$ cat config.mk
export PLATFORM = sky130hd
export DESIGN_NAME = alu_accu_ctrl
export DESIGN_NICKNAME = d
export VERILOG_FILES = /design/src/rtl/alu_pkg.sv /design/src/rtl/alu_accu_ctrl.sv
export SDC_FILE = /design/constraint.sdc
export NUM_CORES = 1
export LEC_CHECK = 0
export BUFFER_PORTS_ARGS = -buffer_cell sky130_fd_sc_hd__clkbuf_2
export CAP_MARGIN = 20
export CORE_ASPECT_RATIO = 0.75
export CORE_MARGIN = 4
export CORE_UTILIZATION = 45
export CTS_CLUSTER_DIAMETER = 50
export DETAILED_ROUTE_END_ITERATION = 6
export PLACE_DENSITY = 0.75
export SLEW_MARGIN = 20
export SYNTH_ARGS = -nofsm -noshare
export SYNTH_HDL_FRONTEND = slang
export SYNTH_SLANG_ARGS = --single-unit
$ cat constraint.sdc
create_clock -name clk -period 1.4 [get_ports clk]
set_input_delay 0.14 -clock clk [delete_from_list [all_inputs] [get_ports clk]]
set_output_delay 0.14 -clock clk [all_outputs]
set_load 0.01 [all_outputs]
$ cat src/rtl/alu_pkg.sv
// Shared definitions for the accumulator sequencer that drives the external 8-bit ALU:
// data/opcode widths, opcode constants and the sequencer state encoding.
package alu_pkg;

    localparam int DATA_W = 8;
    localparam int OP_W   = 4;

    localparam logic [OP_W-1:0] OP_ADD    = 4'h0;
    localparam logic [OP_W-1:0] OP_SUB    = 4'h1;
    localparam logic [OP_W-1:0] OP_LSHIFT = 4'h2;
    localparam logic [OP_W-1:0] OP_RSHIFT = 4'h3;
    localparam logic [OP_W-1:0] OP_XOR    = 4'h4;
    localparam logic [OP_W-1:0] OP_CMP    = 4'h5;
    localparam logic [OP_W-1:0] OP_AND    = 4'h6;
    localparam logic [OP_W-1:0] OP_NAND   = 4'h7;
    localparam logic [OP_W-1:0] OP_OR     = 4'h8;
    localparam logic [OP_W-1:0] OP_NOR    = 4'h9;
    localparam logic [OP_W-1:0] OP_CPY    = 4'hA;
    localparam logic [OP_W-1:0] OP_CLC    = 4'hB;
    localparam logic [OP_W-1:0] OP_SEC    = 4'hC;
    localparam logic [OP_W-1:0] OP_NOP    = 4'hD;  // 4'hE and 4'hF behave as NOP as well

    typedef enum logic [1:0] {
        ST_IDLE = 2'd0,
        ST_EXEC = 2'd1,
        ST_RESP = 2'd2
    } alu_state_e;

    // Opcodes 0..A are executed by the external ALU; B..F are handled locally.
    function automatic logic is_alu_op(input logic [OP_W-1:0] op);
        return (op <= OP_CPY);
    endfunction

endpackage

$ cat src/rtl/alu_accu_ctrl.sv
// Accumulator sequencer: takes one instruction per handshake, drives the external ALU from
// registers, writes back accu/carry and returns the result. Optional zero flag: ALU_CTRL_ZFLAG_EN.
module alu_accu_ctrl
    import alu_pkg::*;
(
    input  logic              clk,
    input  logic              rst_n,
    // instr channel and res channel: a transfer happens on a rising edge where valid && ready;
    // valid never drops and its payload never changes until that transfer.
    input  logic              instr_valid,
    output logic              instr_ready,
    input  logic [OP_W-1:0]   instr_opcode,
    input  logic [DATA_W-1:0] instr_operand,
    output logic [DATA_W-1:0] alu_opA,
    output logic [DATA_W-1:0] alu_opB,
    output logic [OP_W-1:0]   alu_opcode,
    output logic              alu_cin,
    input  logic [DATA_W-1:0] alu_outData,
    input  logic              alu_cout,
    output logic              res_valid,
    input  logic              res_ready,
    output logic [DATA_W-1:0] res_data,
    output logic              res_carry,
    output logic [DATA_W-1:0] accu,
`ifdef ALU_CTRL_ZFLAG_EN
    output logic              zero_flag,
`endif
    output logic [1:0]        state_dbg
);

    alu_state_e        state_q,     state_d;
    logic [OP_W-1:0]   op_q,        op_d;
    logic [DATA_W-1:0] accu_q,      accu_d;
    logic              carry_q,     carry_d;
    logic [DATA_W-1:0] res_data_q,  res_data_d;
    logic              res_carry_q, res_carry_d;
    logic [DATA_W-1:0] alu_opa_q,   alu_opa_d;
    logic [DATA_W-1:0] alu_opb_q,   alu_opb_d;
    logic [OP_W-1:0]   alu_op_q,    alu_op_d;
    logic              alu_cin_q,   alu_cin_d;
`ifdef ALU_CTRL_ZFLAG_EN
    logic              zero_q,      zero_d;
`endif

    always_comb begin
        state_d     = state_q;
        op_d        = op_q;
        accu_d      = accu_q;
        carry_d     = carry_q;
        res_data_d  = res_data_q;
        res_carry_d = res_carry_q;
        alu_opa_d   = alu_opa_q;
        alu_opb_d   = alu_opb_q;
        alu_op_d    = alu_op_q;
        alu_cin_d   = alu_cin_q;
`ifdef ALU_CTRL_ZFLAG_EN
        zero_d      = zero_q;
`endif
        unique case (state_q)
            ST_IDLE: begin
                if (instr_valid) begin
                    op_d      = instr_opcode;
                    alu_cin_d = carry_q;
                    // The ALU shifts right on opB, so RSHIFT swaps the operands to shift accu.
                    if (instr_opcode == OP_RSHIFT) begin
                        alu_opa_d = instr_operand;
                        alu_opb_d = accu_q;
                    end else begin
                        alu_opa_d = accu_q;
                        alu_opb_d = instr_operand;
                    end
                    alu_op_d = is_alu_op(instr_opcode) ? instr_opcode : '0;
                    state_d  = ST_EXEC;
                end
            end
            ST_EXEC: begin
                res_data_d = accu_q;
                unique case (op_q)
                    OP_ADD, OP_SUB, OP_LSHIFT, OP_RSHIFT: begin
                        accu_d     = alu_outData;
                        carry_d    = alu_cout;
                        res_data_d = alu_outData;
                    end
                    OP_XOR, OP_AND, OP_NAND, OP_OR, OP_NOR, OP_CPY: begin
                        accu_d     = alu_outData;
                        res_data_d = alu_outData;
                    end
                    OP_CMP: res_data_d = alu_outData;
                    OP_CLC: carry_d = 1'b0;
                    OP_SEC: carry_d = 1'b1;
                    default: ;
                endcase
`ifdef ALU_CTRL_ZFLAG_EN
                if (is_alu_op(op_q) && (op_q != OP_CMP)) begin
                    zero_d = (accu_d == '0);
                end
`endif
                res_carry_d = carry_d;
                state_d     = ST_RESP;
            end
            ST_RESP: begin
                if (res_ready) begin
                    state_d = ST_IDLE;
                end
            end
            default: state_d = ST_IDLE;
        endcase
    end

    always_ff @(posedge clk or negedge rst_n) begin
        if (!rst_n) begin
            state_q     <= ST_IDLE;
            op_q        <= '0;
            accu_q      <= '0;
            carry_q     <= 1'b0;
            res_data_q  <= '0;
            res_carry_q <= 1'b0;
            alu_opa_q   <= '0;
            alu_opb_q   <= '0;
            alu_op_q    <= '0;
            alu_cin_q   <= 1'b0;
`ifdef ALU_CTRL_ZFLAG_EN
            zero_q      <= 1'b1;
`endif
        end else begin
            state_q     <= state_d;
            op_q        <= op_d;
            accu_q      <= accu_d;
            carry_q     <= carry_d;
            res_data_q  <= res_data_d;
            res_carry_q <= res_carry_d;
            alu_opa_q   <= alu_opa_d;
            alu_opb_q   <= alu_opb_d;
            alu_op_q    <= alu_op_d;
            alu_cin_q   <= alu_cin_d;
`ifdef ALU_CTRL_ZFLAG_EN
            zero_q      <= zero_d;
`endif
        end
    end

    assign instr_ready = (state_q == ST_IDLE);
    assign res_valid   = (state_q == ST_RESP);
    assign res_data    = res_data_q;
    assign res_carry   = res_carry_q;
    assign accu        = accu_q;
    assign alu_opA     = alu_opa_q;
    assign alu_opB     = alu_opb_q;
    assign alu_opcode  = alu_op_q;
    assign alu_cin     = alu_cin_q;
    assign state_dbg   = state_q;
`ifdef ALU_CTRL_ZFLAG_EN
    assign zero_flag   = zero_q;
`endif

endmodule
# Word-level counts from Yosys, hierarchy flattened
# Index checks and enable logic that the tools add are counted.
# W data, S select, Z words.
op_classes:
  n_lt_le_gt_ge: 1
  n_eq_ne: 17
  mux: 8
  n_reduce_logical: 10
op_table:
  columns: ["operator", "n"]
  rows:
  - ["$mux W8", 3]
  - ["$eq A4 B4 Y1 const B", 5]
  - ["$eq A4 B3 Y1 const B", 4]
  - ["$eq A4 B2 Y1 const B", 3]
  - ["$reduce_or A11 Y1", 1]
  - ["$reduce_or A10 Y1", 1]
  - ["$reduce_and A2 Y1", 4]
  - ["$pmux W2 S3", 1]
  - ["$eq A4 B1 Y1 const B", 1]
  - ["$le A4 B4 Y1 const B", 1]
  - ["$logic_not A4 Y1", 1]
  - ["$mux W2", 2]
  - ["$mux W4", 1]
  - ["$reduce_or A4 Y1", 1]
  - ["$pmux W1 S3", 1]
  - ["$reduce_bool A3 Y1", 1]
  - ["$eq A2 B1 Y1 const B", 1]
  - ["$eq A2 B2 Y1 const B", 1]
  - ["$logic_not A2 Y1", 1]
  - ["$ne A2 B1 Y1 const B", 1]
  - ["$ne A2 B2 Y1 const B", 1]
totals:
  regBits: 44
  out_inout_bits: 42
  word_cells: 45

# Longest topological paths before layout
logic_depth:
  depth_word: 4
  mapped_depth: 5
  mapped_depth_nobuf: 3

# Least setup slack after synthesis
# OpenSTA, ideal clock, no wires.
synth_path:
  path_kind: "flip-flop to flip-flop"
  startpoint: "register op_q[3]"
  endpoint: "register res_carry_q (netlist: res_carry)"
  setup_ns: 0.125
  t_arrival_ns: 1.250
  required_ns: 1.275
  slack_ns: 0.026
  path_stages_with_launch: 5
  synth_period_minus_slack_ns: 1.374
  path_cell_list: "dfrtp_1 > buf_2 > a21boi_0 > o32ai_1 > mux2_2"
synth_between:
  elab_chain_cells: 4
synth_lines:
  columns: ["item", "line_no", "rtl"]
  rows:
  - ["start: declaration", "alu_accu_ctrl.sv:32", "logic [OP_W-1:0] op_q, op_d;"]
  - ["start signal: assignment", "alu_accu_ctrl.sv:127", "op_q <= op_d;"]
  - ["$eq A4 B1 Y1 (tied with other cells)", "alu_accu_ctrl.sv:78", "unique case (op_q)"]
  - ["$reduce_or A4 Y1", null, null]
  - ["$reduce_bool A3 Y1 (no source line)", null, null]
  - ["$reduce_and A2 Y1 (no source line)", null, null]
  - ["end signal: assignment", "alu_accu_ctrl.sv:131", "res_carry_q <= res_carry_d;"]
  - ["end: declaration", "alu_accu_ctrl.sv:36", "logic res_carry_q, res_carry_d;"]
# Several ways; a longest one is shown, not always the timed one.
# A chain may end at the register's enable or synchronous reset.

# Final worst setup path
layout_path:
  startpoint: "register state_q[1] (netlist: state_dbg[1])"
  endpoint: "register op_q[2]"
layout_between:
  elab_chain_cells: 2
layout_lines:
  columns: ["item", "line_no", "rtl"]
  rows:
  - ["start: declaration", "alu_accu_ctrl.sv:31", "alu_state_e state_q, state_d;"]
  - ["start signal: assignment", "alu_accu_ctrl.sv:126", "state_q <= state_d;"]
  - ["$logic_not A2 Y1", "alu_accu_ctrl.sv:59", "unique case (state_q)"]
  - ["$reduce_and A2 Y1 (no source line)", null, null]
# Every way passes these cells.

==> flow_summary.json <==
{
  "hp-start": "res_ready",
  "status": "complete, no violations",
  "cts_tree": "done",
  "core_um2": 4200,
  "dr.pass1.iters": 4,
  "slew_headroom_pct": 63.7,
  "rows": 20,
  "crit_fanout": 9,
  "syn_area_um2": 2030,
  "slowest_delay_ns": 0.45,
  "final_area_um2": 2770,
  "worstMarginPinSlew_ns": 0.545,
  "finalSetupViolCount": 0,
  "n_antenna_cell": 0,
  "max_cap_violations": 0,
  "grt_overflow": 0,
  "reg2reg_depth": 4,
  "cts_buffers": 5,
  "h-tree-depth": 2,
  "power.leakage_nw": 1.27,
  "synth.net_count": 210,
  "yosysUniqueCellTypes": 28,
  "min_period_ns": 1.39,
  "synth-seq-cells": 44,
  "vias": 1690,
  "netSwitchingFraction_pct": 39.2,
  "critPathCaptureType": "flop",
  "yosys_warnings": 0,
  "p_int_mw": 3.93,
  "grt_pass1_vias": 1576,
  "critical_path_class": "flop to flop",
  "p_sw_mw": 2.54,
  "p_comb_share_pct": 48.6,
  "grt_max_degree": 45,
  "grt_pass1_wl_um": 7710,
  "finalHoldViolations": 0,
  "min_path_cells": 2,
  "post-dp-hpwl_um": 3430,
  "finalNonFillerCells": 326,
  "initial_core_util_pct": 48.4,
  "place_ws_ns": -0.0712,
  "hold_ws_ns": 0.0349,
  "via_per_inst": 5.18,
  "fp.dieH_um": 66.2,
  "drt_iter0_markers": 97,
  "syn_to_final_growth_pct": 36.2,
  "final_antenna_net_count": 0,
  "r2r_end": "op_q[2]",
  "antenna_found_initial": 0,
  "clock_latency_ns": 0.29,
  "routabilityCongestion": 0.719,
  "cts-root-buf": "clkbuf_8",
  "start_kind": "flop",
  "io_buffers": 66,
  "crit_start": "state_dbg[1]",
  "crit_required_ns": 1.58,
  "cts_max_path_buffers": 2,
  "path_clk_slew_ns": 0.08,
  "fin_ws_ns": 0.0115,
  "p_clk_share_pct": 12.7,
  "place_inst": 310,
  "yosysSeqAreaShare_pct": 54.2,
  "syn_inst": 185,
  "clock_sink_count": 44,
  "die_x_um": 85.6,
  "place_area_um2": 2510,
  "crit_top_cell": "buf_6",
  "dieArea_um2": 5670,
  "avgSynthCellArea_um2": 11.0,
  "grtUsageTotal_pct": 17.5,
  "fin_crit_sh_pct": 99.2,
  "ios": 67,
  "routedWlPerCell_um": 14.8,
  "wirelength_um": 4830,
  "cp.arrival_ns": 1.57,
  "rsz0062_at_grt": "yes",
  "num-fill-cells": 355,
  "hold_class": "input port to flop",
  "clock_skew_ns": 0.00193,
  "worstPathCellList": "buf_6, nor3b_4, buf_6, mux2_2",
  "drive_gt1_share_pct": 44.3,
  "drc": 0,
  "rrSetupSlack_ns": 0.01,
  "clock.fmax_ghz": 0.720,
  "min_to": "state_dbg[1]",
  "nNetsFinal": 295,
  "finalMaxSlewViolations": 0,
  "cellPowerDensity_nw_per_um2": 2340,
  "r2r-start": "state_dbg[1]",
  "seq_power_share_pct": 38.6,
  "slowest_stage": "dfrtp_2",
  "vdd_drop_max_mv": 1.07
}
==> what timing repair did <==
action,4_1_cts,5_1_grt
gates cloned,0,1
endpoints found under the setup margin,9,32
hold buffers,1,0
pin swaps,1,3
setup buffers,2,4
endpoints found under the hold margin,44,0
resized for setup,4,20
==> cell type report <==
class / instances / area [µm²] / share of cell area [%]
sequential: 44 / 1110 / 39.9
multi-input combinational: 125 / 907 / 32.7
timing repair buffer: 88 / 572 / 20.6
clock buffer: 7 / 86.3 / 3.12
tap: 55 / 68.8 / 2.48
inverter: 6 / 22.5 / 0.813
clock inverter: 1 / 7.51 / 0.271
==> critical path, delay by kind of cell (launching register included) <==
family	cells	cell delay (ns)
buffers and inverters	2	0.31
multiplexers	1	0.34
flip-flops	1	0.45
AND/OR/NAND/NOR	1	0.17
==> logic make-up after synthesis <==
logic type             after synthesis  synth area share [%]
AO/OA/AOI/OAI                       46                  14.1
flip-flops                          44                  54.2
buffers and inverters               16                  4.12
multiplexers                        29                  15.1
AND/OR/NAND/NOR                     50                  12.6
==> worst max path at each step <==
stage / slack, ns / to / cells past startpoint
2_1_floorplan: 0.03 / res_carry / 4
3_3_place_gp: -0.0006 / accu[4] / 3
3_5_place_dp: -0.07 / accu[6] / 3
4_1_cts: -0.002 / accu[6] / 3
5_1_grt: -0.04 / res_carry / 4
6_report: 0.01 / op_q[2] / 4
==> routing by layer <==
layer	wire length, µm	track usage [%]	vias up
li1	-	-	829
met1	2390	24.8	793
met2	2050	25.9	61
met3	350	5.11	7
met4	49	5.34	0
met5	0	0	-
==> metrics by stage <==
step | TNS (ns) | util (%) | power [mW]
after global placement | -0.00113 | 59.6 | 5.10
after global routing | -0.378 | 65.9 | 6.96
final | 0 | 65.9 | 6.47
after detailed placement | -0.540 | 59.6 | 5.20
after floorplan | 0 | - | 3.96
after CTS | -0.00196 | 62.6 | 6.10
==> power groups by stage <==
stage          sequential, mW  combinational [mW]  clock, mW
4_1_cts                  2.47                2.78      0.845
2_1_floorplan            2.64                1.32          0
3_5_place_dp             2.48                2.71          0
6_report                 2.50                3.15      0.824
5_1_grt                  2.61                3.45      0.898
3_3_place_gp             2.45                2.65          0
==> cells in the mapped netlist, drive strengths merged <==
cell type / instances / area, µm²
nor2b: 1 / 6.26
dfrtp: 44 / 1100
mux2: 13 / 146
nor3b: 1 / 7.51
nand3b: 2 / 15.0
a211o: 1 / 8.76
o21ai: 16 / 80.1
nand2: 3 / 11.3
o221ai: 1 / 26.3
a21oi: 17 / 96.4
nand4bb: 1 / 11.3
clkinv: 1 / 3.75
clkbuf: 1 / 3.75
a21boi: 1 / 7.51
and2b: 1 / 7.51
nand2b: 3 / 18.8
buf: 9 / 57.6
o32ai: 1 / 8.76
mux2i: 16 / 160
and4bb: 2 / 25.0
a31oi: 8 / 50.1
nand4b: 1 / 8.76
inv: 5 / 18.8
nand3: 10 / 50.1
nor2: 25 / 93.8
a21o: 1 / 8.76
==> sequential cells by signal, summed over array words and instances (netlist names) <==
name        cells
alu_cin         1
alu_opB         8
accu            8
op_q            4
res_carry       1
alu_opcode      4
state_dbg       2
alu_opA         8
res_data        8
==> cells in the final DEF (no fill, tap or decap), types with 8 or more instances in the layout <==
master | Yosys | routed
mux2_4 | 0 | 9
o21ai_0 | 16 | 14
buf_4 | 0 | 12
a21oi_1 | 16 | 15
clkbuf_2 | 0 | 66
mux2i_1 | 16 | 16
a31oi_1 | 8 | 8
nor2_1 | 25 | 25
dfrtp_1 | 44 | 40
nand3_1 | 10 | 10
Note: power is estimated with default switching activity, not from simulation.
